`config.mk`:
```
export PLATFORM = sky130hd
export DESIGN_NAME = wport_arbiter_flat
export DESIGN_NICKNAME = d
export VERILOG_FILES = /design/src/rtl/wport_arbiter_if.sv /design/src/rtl/wport_arbiter.sv /design/src/flat_wrapper.sv
export SDC_FILE = /design/constraint.sdc
export NUM_CORES = 1
export LEC_CHECK = 0
export ABC_AREA = 1
export ABC_CLOCK_PERIOD_IN_PS = 2100
export CORE_MARGIN = 4
export CORE_UTILIZATION = 42
export DETAILED_ROUTE_END_ITERATION = 8
export GPL_TIMING_DRIVEN = 0
export PLACE_DENSITY_LB_ADDON = 0.1
export SLEW_MARGIN = 10
export SYNTH_ARGS = -nofsm -noshare
export SYNTH_HDL_FRONTEND = slang
export SYNTH_SLANG_ARGS = --single-unit
```
`constraint.sdc`:
```
create_clock -name CLK -period 2.1 [get_ports CLK]
set_input_delay 0.315 -clock CLK [delete_from_list [all_inputs] [get_ports CLK]]
set_output_delay 0.315 -clock CLK [all_outputs]
set_load 0.02 [all_outputs]
```
`src/rtl/wport_arbiter_if.sv`:
```
// Register-file write-port arbitration bundle.
// lock exists only when WARB_LOCK_EN is defined.
interface wport_arbiter_if #(
    parameter int NREQ = 4,
    parameter int DW   = 16,
    parameter int AW   = 4
);
    logic [NREQ-1:0]    req;
    logic [NREQ*AW-1:0] req_addr;
    logic [NREQ*DW-1:0] req_data;
`ifdef WARB_LOCK_EN
    logic [NREQ-1:0]    lock;
`endif
    logic [NREQ-1:0]    gnt;
    logic               rf_we;
    logic [AW-1:0]      rf_addr;
    logic [DW-1:0]      rf_data;
    logic               busy;

    modport master (
        output req, req_addr, req_data,
`ifdef WARB_LOCK_EN
        output lock,
`endif
        input  gnt, rf_we, rf_addr, rf_data, busy
    );

    modport slave (
        input  req, req_addr, req_data,
`ifdef WARB_LOCK_EN
        input  lock,
`endif
        output gnt, rf_we, rf_addr, rf_data, busy
    );
endinterface

```
`src/rtl/wport_arbiter.sv`:
```
// Round-robin arbiter for the shared register-file write port.
// Optional ownership lock enabled by defining WARB_LOCK_EN.
module wport_arbiter #(
    parameter int NREQ = 4,
    parameter int DW   = 16,
    parameter int AW   = 4
) (
    input  logic CLK,
    input  logic RST,
    wport_arbiter_if.slave bus
);
    localparam int PW = (NREQ > 1) ? $clog2(NREQ) : 1;

    typedef enum logic {ARB, LOCKED} state_e;

    state_e          state_q, state_d;
    logic [NREQ-1:0] gnt_q, gnt_d;
    logic            we_q, we_d;
    logic [AW-1:0]   addr_q, addr_d;
    logic [DW-1:0]   data_q, data_d;
    logic [PW-1:0]   ptr_q, ptr_d;

    logic [AW-1:0]   addr_a [NREQ];
    logic [DW-1:0]   data_a [NREQ];
    logic [NREQ-1:0] elig;
    logic            hit;
    logic [PW-1:0]   win;
    logic [PW-1:0]   cand;
    int              idx;
    logic            keep;
    logic            win_lock;

    always_comb begin
        for (int i = 0; i < NREQ; i++) begin
            addr_a[i] = bus.req_addr[i*AW +: AW];
            data_a[i] = bus.req_data[i*DW +: DW];
        end
    end

    // A port that was just granted sits out one round.
    assign elig = bus.req & ~gnt_q;

    always_comb begin
        hit  = 1'b0;
        win  = ptr_q;
        idx  = 0;
        cand = '0;
        for (int k = 1; k <= NREQ; k++) begin
            idx = int'(ptr_q) + k;
            if (idx >= NREQ) idx = idx - NREQ;
            cand = PW'(idx);
            if (!hit && elig[cand]) begin
                hit = 1'b1;
                win = cand;
            end
        end
    end

`ifdef WARB_LOCK_EN
    assign keep     = (state_q == LOCKED) && bus.req[ptr_q]
                      && bus.lock[ptr_q];
    assign win_lock = bus.lock[win];
`else
    assign keep     = 1'b0;
    assign win_lock = 1'b0;
`endif

    always_comb begin
        state_d = ARB;
        gnt_d   = '0;
        we_d    = 1'b0;
        addr_d  = addr_q;
        data_d  = data_q;
        ptr_d   = ptr_q;
        if (keep) begin
            // Owner keeps the port every cycle, no mask.
            state_d       = LOCKED;
            gnt_d[ptr_q]  = 1'b1;
            we_d          = 1'b1;
            addr_d        = addr_a[ptr_q];
            data_d        = data_a[ptr_q];
        end else if (hit) begin
            state_d    = win_lock ? LOCKED : ARB;
            gnt_d[win] = 1'b1;
            we_d       = 1'b1;
            addr_d     = addr_a[win];
            data_d     = data_a[win];
            ptr_d      = win;
        end
    end

    always_ff @(posedge CLK or posedge RST) begin
        if (RST) begin
            state_q <= ARB;
            gnt_q   <= '0;
            we_q    <= 1'b0;
            addr_q  <= '0;
            data_q  <= '0;
            ptr_q   <= PW'(NREQ - 1);
        end else begin
            state_q <= state_d;
            gnt_q   <= gnt_d;
            we_q    <= we_d;
            addr_q  <= addr_d;
            data_q  <= data_d;
            ptr_q   <= ptr_d;
        end
    end

    assign bus.gnt     = gnt_q;
    assign bus.rf_we   = we_q;
    assign bus.rf_addr = addr_q;
    assign bus.rf_data = data_q;
    assign bus.busy    = |(bus.req & ~gnt_q);
endmodule

```
`src/flat_wrapper.sv`:
```
// flat-port wrapper written by rule: the top's interface ports become plain ports
module wport_arbiter_flat 
#(
    parameter int NREQ = 4,
    parameter int DW   = 16,
    parameter int AW   = 4
)
  (CLK, RST, bus_req, bus_req_addr, bus_req_data, bus_gnt, bus_rf_we, bus_rf_addr, bus_rf_data, bus_busy);
  wport_arbiter_if #(.NREQ(NREQ), .DW(DW), .AW(AW)) bus_i ();
  input  logic CLK;
  input  logic RST;
  input wire logic [$bits(bus_i.req)-1:0] bus_req;
  input wire logic [$bits(bus_i.req_addr)-1:0] bus_req_addr;
  input wire logic [$bits(bus_i.req_data)-1:0] bus_req_data;
  output wire logic [$bits(bus_i.gnt)-1:0] bus_gnt;
  output wire logic [$bits(bus_i.rf_we)-1:0] bus_rf_we;
  output wire logic [$bits(bus_i.rf_addr)-1:0] bus_rf_addr;
  output wire logic [$bits(bus_i.rf_data)-1:0] bus_rf_data;
  output wire logic [$bits(bus_i.busy)-1:0] bus_busy;
  assign bus_i.req = bus_req;
  assign bus_i.req_addr = bus_req_addr;
  assign bus_i.req_data = bus_req_data;
  assign bus_gnt = bus_i.gnt;
  assign bus_rf_we = bus_i.rf_we;
  assign bus_rf_addr = bus_i.rf_addr;
  assign bus_rf_data = bus_i.rf_data;
  assign bus_busy = bus_i.busy;
  wport_arbiter #(.NREQ(NREQ), .DW(DW), .AW(AW)) u_core (.CLK(CLK), .RST(RST), .bus(bus_i));
endmodule
```
==> results of run 1 <==
## routing by layer
| layer | global-route usage | vias to the layer above | wire (um) |
|---|---|---|---|
| met4 | 0.05556 | 0 | 143 |
| met5 | 0 | - | 0 |
| met2 | 0.3710 | 136 | 4263 |
| li1 | - | 1491 | - |
| met1 | 0.2943 | 1400 | 3592 |
| met3 | 0.04464 | 18 | 647 |
## power groups by stage
stage               clock (uW)  sequential, uW  combinational [uW]
floorplan                    0            1270                3640
global placement             0            1000                5420
detailed placement           0             995                5550
CTS                        299             989                5580
global route               320            1030                7830
finish                     291             989                7190
## final cells by class
class / instances / share of cell area
Buffer: 25 / 0.06200
Clock inverter: 1 / 0.001240
Multi-Input combinational cell: 266 / 0.3636
Inverter: 71 / 0.06603
Timing Repair Buffer: 124 / 0.3066
Clock buffer: 3 / 0.01023
Tap cell: 72 / 0.02232
Sequential cell: 27 / 0.1680
## worst paths after layout
check / startpoint / endpoint / slack, ns / cells after the start
worst min register to register: u_core.bus.rf_data[8] / u_core.bus.rf_data[8] / 0.49 / 2
max in group asynchronous: RST / u_core.bus.rf_addr[2] / 0.93 / 2
worst min-delay path: u_core.bus.rf_data[8] / u_core.bus.rf_data[8] / 0.49 / 2
worst max register to register: u_core.ptr_q[0] / u_core.bus.rf_data[1] / -0.05 / 14
worst max-delay path: u_core.ptr_q[0] / u_core.bus.rf_data[1] / -0.05 / 14
min in group asynchronous: RST / u_core.bus.rf_addr[3] / 0.57 / 2
## synthesized netlist by cell type
library cell / count
inv_2: 3
nand3_2: 2
buf_2: 11
buf_6: 1
clkbuf_1: 3
nand3_1: 118
a21oi_1: 2
nand4_1: 3
dfrtp_1: 25
nor3_1: 4
nand2_2: 6
clkinv_1: 1
nand3b_1: 20
buf_4: 10
dfstp_2: 2
a31oi_1: 1
inv_1: 67
nand2_1: 106
nand4_2: 1
nand2_4: 1
nand3_4: 1
## sequential cells by signal, indices dropped and copies added, names as in the netlist
register / cells
u_core.bus.rf_we: 1
u_core.bus.rf_data: 16
u_core.bus.rf_addr: 4
u_core.bus.gnt: 4
u_core.ptr_q: 2
## worst min-delay path, delay by kind of cell (launching register included)
kind             cells  cell delay, ns
AND/OR/NAND/NOR      2            0.11
flip-flops           1            0.35
## metrics by stage
stage          TNS, ns    util  worst slack (ns)
3_3_place_gp    -1.343  0.6521           -0.1179
3_5_place_dp    -1.537  0.6521           -0.1445
2_1_floorplan        0       -            0.3120
4_1_cts              0  0.6610          0.003566
5_1_grt         -1.793  0.7330           -0.1215
6_report       -0.2206  0.7330          -0.05050
## kinds of logic after synthesis
family,after synthesis
buffers and inverters,96
AND/OR/NAND/NOR,262
flip-flops,27
AO/OA/AOI/OAI,3
## timing repair
item                                    in CTS  in global routing
gates cloned                                 0                  5
pin swaps                                    0                 15
setup buffers                                0                  9
endpoints found under the hold margin        0                  0
resized for setup                            1                 78
endpoints found under the setup margin       1                 23
==> key figures, run 1 <==
Detailed routing
  • Via density: 5.170
  • Mean routed wirelength per cell: 14.68 um
  • # DRC: 0
  • Pre-antenna DRT Iters: 5
  • Routed wire length: slightly below 9000 um
  • Initial DRC Count: 136
  • Vias: 3045
  • Routed Antenna Nets: 0

Cells and area
  • Layout area overhead: 68.90%
  • # fillers: 448
  • Ratio of cells with drive above 1 in the final layout: 0.1567
  • Commonest non-fill, non-tap cells in the layout: 111 x clkdlybuf4s50_1, 102 x nand3_1, 99 x nand2_1
  • Diodes inserted: 0
  • Non-Filler Instances: 589
  • Multi-input logic area: 0.001468 mm^2
  • Final Cell Area: 0.004036 mm^2
  • Fin nets: approximately 600
  • Commonest non-fill, non-tap cell in the layout: clkdlybuf4s50_1
  • Sequential cell area: 678.2 um^2

STA
  • Final setup violating endpoints: 10
  • Worst Skew: 0.003717 ns
  • Worst-Margin Slew: about 1 ns
  • Post-layout min period: 2.150 ns
  • Max-slew headroom: 0.3374
  • Hold Worst Slack: just under 0.5 ns
  • Fmax: 465.0 MHz
  • Fin. Hold Viols: 0
  • RSZ-0062 raised after global routing: yes
  • Setup ws final: -0.05050 ns
  • Max-slew violations: 0
  • Post-route clock period utilization: 1.024

Critical path
  • CP peak stage delay: 0.56 ns
  • Startpoint Class: register
  • Max FO, Critical Path: 10
  • Crit end category: register
  • WS Path Type: register to register
  • Crit path buffers/inverters: 4
  • Crit path required time: 2.27 ns
  • Delay-heaviest family, CP: simple AND/OR/NAND/NOR gates
  • Critical Path Slowest Stage Cell: dfstp_2
  • CP Cell Sequence: buf_6 > buf_6 > nand3_1 > nand3_1 > nand2_2 > nand2_1 > clkinv_1 > nand3_1 > nand2_4 > buf_8 > nand3_1 > nand2_1 > nand2_1 > nand2_1
  • Arr. time, crit path: 2.32 ns

Floorplanning
  • Std-Cell Core Area: 0.005507 mm^2
  • Initial Utilization: 0.4340
  • Die area: between 0.006 and 0.007 mm^2
  • Die width: roughly 83 um
  • FP Rows: 27
  • Die H: 83.43 um
  • Ports: 112

CTS
  • Num CTS Buffers: 3
  • Latest clock arrival within the worst-skew pair: 0.27 ns
  • Hold buffers post-CTS: 0
  • Longest Clk Path Bufs: 2
  • CTS root buf: clkbuf_8
  • Register clock-pin slew on the reported worst setup and hold paths: 0.09 ns
  • Htree depth: 1
  • TritonCTS clock tree: done
  • # clock sinks: 27

Global route
  • Pin count of the biggest net entering global routing: 28
  • Grt total ovfl: 0
  • Initial antenna violation count: 0
  • Global-route wire length before repair: ~13000 um
  • Total track usage: 0.2222
  • Vias in the first global route: 2923

Logic synthesis
  • Netlist Area Pre-Place: 0.002390 mm^2
  • Count of state elements after synthesis: 27
  • Compound-gate portion of the synthesized area: 0.006806
  • Post-synthesis simple-gate area fraction: 0.5340
  • Syn Area/Cell: 6.159 um^2
  • Synthesized Nets: around 470
  • Yosys cell types: 21
  • Mux cell area share after synthesis: 0
  • Cells after Synth: between 300 and 400
  • Synth Area in Adders: 0
  • Sequential-to-total area share from yosys stat: 0.2838
  • Warnings from Yosys: 0
  • Largest cells by area after synthesis: dfrtp_1 26%, nand3_1 25%, nand2_1 17%, inv_1 11%, nand3b_1 6.3%
  • XOR/XNOR share of the synthesized area: 0
  • Main combinational cell family by area after synthesis: simple AND/OR/NAND/NOR gates
  • Synth top area share: 0.2618
  • Yosys top cell by area: dfrtp_1

Pwr
  • Flop pwr share: 0.117
  • Max IR drop VDD: approximately 1500 uV
  • Power density over cell area: 2098 mW/mm^2
  • Sw Pwr: 4379 uW
  • Combinational fraction of design power: 0.849
  • Power Total: 8470 uW
  • Switching Share: 0.5170
  • Lkg Pwr: 0.002083 uW
  • Clock Power Share: 0.034
  • Int Power: 4091 uW

Placement
  • Detail Placement HPWL: around 6100 um
  • RePlAce Congestion: around 0.86
  • Number of port buffers: 111
  • Placed insts: 571
  • Post-Place Cell Area: ~0.0036 mm^2

Outcome
  • Failing checks: negative setup slack
  • Status: complete, but fails checks

Job
  • Max cap viols: 0

Min path
  • Hold WC Path Type: register to register
(Power assumes the default switching activity.)
==> inputs of run 2 (changes only) <==
- SLEW_MARGIN: 10 -> 20
==> run 2 against run 1 <==
The run still ends with negative setup slack left. Via count is the same. Sequential share of layout area did not move. First-iteration DRC count unchanged. Combinational power hardly changed. Core utilization unchanged. Count of clock-buffer cells in the layout is the same. Worst hold slack worse by 0.083 ns. Setup slack hardly changed. Clock skew hardly changed. Critical path depth unchanged. Critical endpoint unchanged.
==> key figures, run 2 (synthesis gave the netlist of run 1 again) <==
Detailed routing
  • Routed Antenna Nets: 0
  • Routed wire length: ~8600 um
  • Mean routed wirelength per cell: ~15 um
  • Via density: 5.170
  • Vias: 3045
  • Pre-antenna DRT Iters: 5
  • Initial DRC Count: between 100 and 150
  • # DRC: 0

Floorplanning
  • Ports: 112
  • Die width: 83.43 um
  • Initial Utilization: 0.4340
  • Die area: roughly 0.007 mm^2
  • Die H: around 83 um
  • Std-Cell Core Area: 0.005507 mm^2
  • FP Rows: 27

Critical path
  • Crit path required time: around 2.3 ns
  • Delay-heaviest family, CP: simple AND/OR/NAND/NOR gates
  • Crit path buffers/inverters: 4
  • Arr. time, crit path: approximately 2.3 ns
  • Crit end category: register
  • Critical Path Slowest Stage Cell: dfstp_2
  • CP Cell Sequence: buf_6 > buf_6 > nand3_1 > nand3_1 > nand2_2 > nand2_1 > clkinv_1 > nand3_1 > nand2_4 > buf_8 > nand3_1 > nand2_1 > nand2_1 > nand2_1
  • WS Path Type: register to register
  • Startpoint Class: register
  • Max FO, Critical Path: 10
  • CP peak stage delay: 0.56 ns

Cells and area
  • Layout area overhead: 68.90%
  • Max reg flops: 16
  • Final Util: 0.7330
  • Final Cell Area: about 0.004 mm^2
  • Sequential cell area: 678.2 um^2
  • Ratio of cells with drive above 1 in the final layout: 0.1586
  • # fillers: 448
  • Diodes inserted: 0
  • Commonest non-fill, non-tap cells in the layout: 111 x clkdlybuf4s50_1, 102 x nand3_1, 99 x nand2_1
  • Commonest non-fill, non-tap cell in the layout: clkdlybuf4s50_1
  • Multi-input logic area: 0.001468 mm^2
  • Fin nets: 604

CTS
  • Longest Clk Path Bufs: 2
  • Register clock-pin slew on the reported worst setup and hold paths: 0.09 ns
  • # clock sinks: 27
  • Num CTS Buffers: 3
  • Latest clock arrival within the worst-skew pair: between 0.2 and 0.3 ns
  • TritonCTS clock tree: done
  • CTS root buf: clkbuf_8
  • Htree depth: 1

Job
  • Max cap viols: 0

Outcome
  • Failing checks: negative setup slack
  • Status: complete, but fails checks

Global route
  • Busiest grt layer: met2
  • Total track usage: 0.2222
  • Met1 GRT Util: 0.2943
  • Global-route wire length before repair: roughly 13000 um
  • Vias in the first global route: approximately 2900
  • GR Layer Usage met3: 0.04464
  • Pin count of the biggest net entering global routing: 28
  • Initial antenna violation count: 0
  • Grt total ovfl: 0
  • Met2 Track Usage GR: 0.3710

Placement
  • RePlAce Congestion: around 0.86
  • Number of port buffers: 111
  • Post-Place Cell Area: between 0.003 and 0.004 mm^2
  • Detail Placement HPWL: 6101 um

Min path
  • Hold WC Path Type: primary input to asynchronous set/reset pin

STA
  • Max-slew headroom: 0.6336
  • Post-layout min period: 2.150 ns
  • Setup ws final: -0.05046 ns
  • Fmax: 465.0 MHz
  • Post-route clock period utilization: 1.024
  • Max-slew violations: 0
  • Fin. Hold Viols: 0
  • RSZ-0062 raised after global routing: yes
  • Worst-Margin Slew: 0.5488 ns
  • Final setup violating endpoints: 10
  • Worst Skew: 0.003691 ns

Pwr
  • Sw Pwr: 4380 uW
  • Lkg Pwr: 0.002081 uW
  • Flop pwr share: 0.117
  • Clock Power Share: 0.034
  • Max IR drop VDD: 1459 uV
  • Int Power: 4091 uW
  • Combinational fraction of design power: 0.849
  • Switching Share: 0.5170
  • Power density over cell area: about 2100 mW/mm^2
==> run 2: changes by cell type in the layout (fill, tap and decap cells not counted) <==
cell	change
inv_2	+1
inv_1	-1
==> run 2: worst paths after layout <==
check	start	endpoint	slack, ns	cells past startpoint
max in group asynchronous	RST	u_core.ptr_q[1]	1.32	2
worst min register to register	u_core.bus.rf_data[8]	u_core.bus.rf_data[8]	0.49	2
worst min-delay path	RST	u_core.bus.rf_addr[3]	0.40	2
min in group CLK	u_core.bus.rf_data[8]	u_core.bus.rf_data[8]	0.49	2
worst max-delay path	u_core.ptr_q[0]	u_core.bus.rf_data[1]	-0.05	14
worst max register to register	u_core.ptr_q[0]	u_core.bus.rf_data[1]	-0.05	14
==> run 2: through the flow <==
| step | worst slack (ns) | instances | hold slack, ns | setup TNS [ns] | total power, uW |
|---|---|---|---|---|---|
| finish | -0.05046 | 589 | 0.4035 | -0.2203 | 8470 |
| global route | -0.1215 | 589 | 0.4826 | -1.793 | 9179 |
| CTS | 0.003566 | 575 | 0.4894 | 0 | 6871 |
| detailed placement | -0.1445 | 571 | 0.4679 | -1.537 | 6541 |
| global placement | -0.1179 | 571 | 0.4635 | -1.343 | 6416 |
| floorplan | 0.3120 | 388 | 0.3662 | 0 | 4904 |
==> run 2: what timing repair did <==
action | CTS | global route
gates resized for setup | 1 | 78
setup endpoints to repair | 1 | 23
buffers inserted | 0 | 9
cloned | 0 | 5
pin swaps | 0 | 15
hold buffers | 0 | 0
==> run 2: area by class of cell <==
type                       count  share of cell area
multi-input combinational    266              0.3636
timing repair buffer         124              0.3066
sequential                    27              0.1680
inverter                      71             0.06603
buffer                        25             0.06200
tap                           72             0.02232
clock buffer                   3             0.01023
clock inverter                 1            0.001240
==> run 2: metal layers <==
metal  part of all wire  wire, um
met1               0.42      3592
met2               0.49      4263
met3              0.075       647
met4              0.017       143
met5                  0         0
==> run 2: power groups by stage <==
stage | logic, uW | registers, uW | clock network, uW
2_1_floorplan | 3640 | 1270 | 0
3_3_place_gp | 5420 | 1000 | 0
3_5_place_dp | 5550 | 995 | 0
4_1_cts | 5580 | 989 | 299
5_1_grt | 7830 | 1030 | 320
6_report | 7190 | 989 | 291
==> inputs of run 3 (changes only) <==
- ABC_AREA: 1 -> unset
- CORE_UTILIZATION: 42 -> 37
- CTS_BUF_LIST: unset -> sky130_fd_sc_hd__clkbuf_2
==> run 3 against run 2 <==
The flow now finishes without violations. Register-to-register slack improved by 0.13 ns. Non-clock buffer count fell by 24. Sequential power fell by 5.5%. Core utilization fell by 6.1 points. Die area fell by 18%. Via count fell by 43%. Critical path depth fell by 6.
==> key figures, run 3 <==
Placement
  • Placed insts: 318
  • Detail Placement HPWL: 4281 um
  • RePlAce Congestion: 0.8729
  • Number of port buffers: 111

Logic synthesis
  • Synth Flop Type: dfrtp_1
  • Synth top area share: 0.3685
  • Synth top cells by count: 25 x dfrtp_1, 21 x inv_1, 20 x mux2i_1, 20 x o32ai_1, 18 x a221oi_2
  • Yosys top cell by area: dfrtp_1
  • Compound-gate portion of the synthesized area: 0.3073
  • Post-synth EDFFs: 0
  • Count leader, synth: dfrtp_1
  • Warnings from Yosys: 0
  • Yosys cell types: 26
  • Synthesized Nets: ~240
  • Count of state elements after synthesis: 27
  • Post-synthesis async set-or-reset flop share: 1.000
  • Netlist Area Pre-Place: 0.001698 mm^2
  • Largest cells by area after synthesis: dfrtp_1 37%, a221oi_2 16%, mux2i_1 12%, o32ai_1 10%, inv_1 4.6%
  • Post-synthesis simple-gate area fraction: 0.08180
  • Main combinational cell family by area after synthesis: compound AO/OA/AOI/OAI gates
  • Sequential-to-total area share from yosys stat: 0.3994
  • Cells after Synth: roughly 160
  • Synth Area in Adders: 0
  • XOR/XNOR share of the synthesized area: 0
  • Mux cell area share after synthesis: 0.1179
  • Syn Area/Cell: 10.95 um^2

CTS
  • Htree depth: 1
  • # clock sinks: 27
  • Num CTS Buffers: 3
  • TritonCTS clock tree: done
  • Longest Clk Path Bufs: 2
  • Hold buffers post-CTS: 0
  • CTS root buf: clkbuf_2
  • Latest clock arrival within the worst-skew pair: 0.36 ns
  • Register clock-pin slew on the reported worst setup and hold paths: 0.26 ns

Critical path
  • Arr. time, crit path: 2.28 ns
  • Startpoint Class: register
  • CP peak stage delay: about 0.57 ns
  • Crit path required time: 2.36 ns
  • CP Cell Sequence: buf_2 > a2bb2oi_2 > nor2_1 > nor3_4 > buf_12 > buf_6 > mux2i_1 > a221oi_2
  • Critical Path Slowest Stage Cell: dfstp_2
  • Max FO, Critical Path: 10
  • WS Path Type: register to register
  • Crit end category: register

Global route
  • Initial antenna violation count: 0
  • Pin count of the biggest net entering global routing: 28
  • Total track usage: 0.1919
  • Vias in the first global route: 1733
  • Grt total ovfl: 0
  • Global-route wire length before repair: 8411 um

Pwr
  • Max IR drop VDD: 730.1 uV
  • Lkg Pwr: 0.001226 uW
  • Power density over cell area: ~1300 mW/mm^2

Cells and area
  • Fin nets: approximately 360
  • Commonest non-fill, non-tap cell in the layout: clkdlybuf4s50_1
  • Max reg flops: 16
  • Layout area overhead: 73.54%
  • Final Util: 0.6721
  • Commonest non-fill, non-tap cells in the layout: 110 x clkdlybuf4s50_1, 25 x dfrtp_1, 20 x inv_1, 20 x mux2i_1, 20 x o32ai_1
  • Diodes inserted: 0
  • Non-Filler Instances: around 320
  • Ratio of cells with drive above 1 in the final layout: 0.1624

Floorplanning
  • Die H: about 76 um
  • Die area: around 0.0057 mm^2
  • FP Rows: 24
  • Die width: 75.74 um
  • Initial Utilization: 0.3873
  • Ports: around 110
  • Std-Cell Core Area: 0.004384 mm^2

Detailed routing
  • Routed Antenna Nets: 0
  • Via density: 5.365
  • Vias: 1733
  • Initial DRC Count: 74
  • Mean routed wirelength per cell: 16.95 um
  • # DRC: 0
  • Routed wire length: 5475 um
  • Pre-antenna DRT Iters: 4

STA
  • Max-slew headroom: 0.6127
  • Max-slew violations: 0
  • Worst-Margin Slew: 0.5801 ns
  • Fin. Hold Viols: 0
  • Fmax: roughly 500 MHz
  • Worst Skew: 0.006708 ns
  • Final setup violating endpoints: 0
  • Post-route clock period utilization: 0.9597
  • Post-layout min period: 2.015 ns

Outcome
  • Status: complete, no violations

Job
  • Max cap viols: 0

Min path
  • Hold WC Path Type: primary input to asynchronous set/reset pin
[run 3: cell count changes after synthesis, sizes merged, moves of 4 or more]
| cell | delta |
|---|---|
| inv | -48 |
| nor2 | +6 |
| o32ai | +20 |
| nand3 | -120 |
| nand4 | -4 |
| nor2b | +4 |
| mux2i | +20 |
| nand2b | +4 |
| nand3b | -20 |
| buf | -14 |
| a221oi | +20 |
| nand2 | -108 |
[run 3: per-stage QoR]
step	worst slack [ns]	power, uW	TNS [ns]	hold slack (ns)	cell area, um^2
after CTS	0.002353	3834	0	0.4530	2897
after floorplan	0.2328	2657	0	0.3662	1698
after global routing	-0.03671	4216	-0.1063	0.2904	2947
after detailed placement	-0.3474	3622	-6.298	0.5927	2874
after global placement	-0.3701	3599	-6.390	0.5878	2874
final	0.08453	3943	0	0.2879	2947
[run 3: cell type report]
class / count / area (um^2)
tap: 52 / 65.06
timing repair buffer: 112 / 1134
buffer: 13 / 92.59
sequential: 27 / 678.2
clock buffer: 4 / 20.02
multi-input combinational: 93 / 874.6
inverter: 22 / 82.58
fill: 363 / 1438
[run 3: cells by family (layout without fill, tap and decap cells)]
| kind of cell | after synthesis | after routing |
|---|---|---|
| compound gates | 48 | 48 |
| flops | 27 | 27 |
| buf+inv | 35 | 151 |
| mux | 20 | 20 |
| simple gates | 25 | 25 |
[run 3: path summary, 6_finish.rpt]
path	start	to	slack [ns]	cells after the start
min	RST	u_core.bus.rf_data[13]	0.29	2
max in group asynchronous	RST	u_core.ptr_q[1]	1.43	2
min in group CLK	bus_req_data[32]	u_core.bus.rf_data[0]	0.46	3
min reg2reg	u_core.bus.rf_data[15]	u_core.bus.rf_data[15]	0.62	2
max	u_core.ptr_q[1]	u_core.bus.rf_data[9]	0.08	8
max reg2reg	u_core.ptr_q[1]	u_core.bus.rf_data[9]	0.08	8
[run 3: critical path: cells and delay by family (launching register included)]
family	cells	cell delay, ns
and+or+nand+nor	2	0.30
muxes	1	0.27
DFF	1	0.57
buffers and inverters	3	0.52
AOI/OAI and AO/OA	2	0.25
[run 3: where the power goes]
part           leakage, uW  internal, uW  switching, uW  total [uW]
Combinational     0.000904          1360           1440        2800
Clock            0.0000166          50.2            157         207
Sequential        0.000306           788            147         935
[run 3: metal layers]
metal	track usage	routed length [um]	vias to the layer above
met2	0.3413	2904	64
met4	0.02913	43	0
li1	-	-	830
met1	0.2408	2192	829
met3	0.04354	334	10
met5	0	0	-
[run 3: what timing repair did]
item,4_1_cts,5_1_grt
resized for setup,1,14
pin swaps,1,1
endpoints found under the setup margin,17,20
setup buffers,0,1
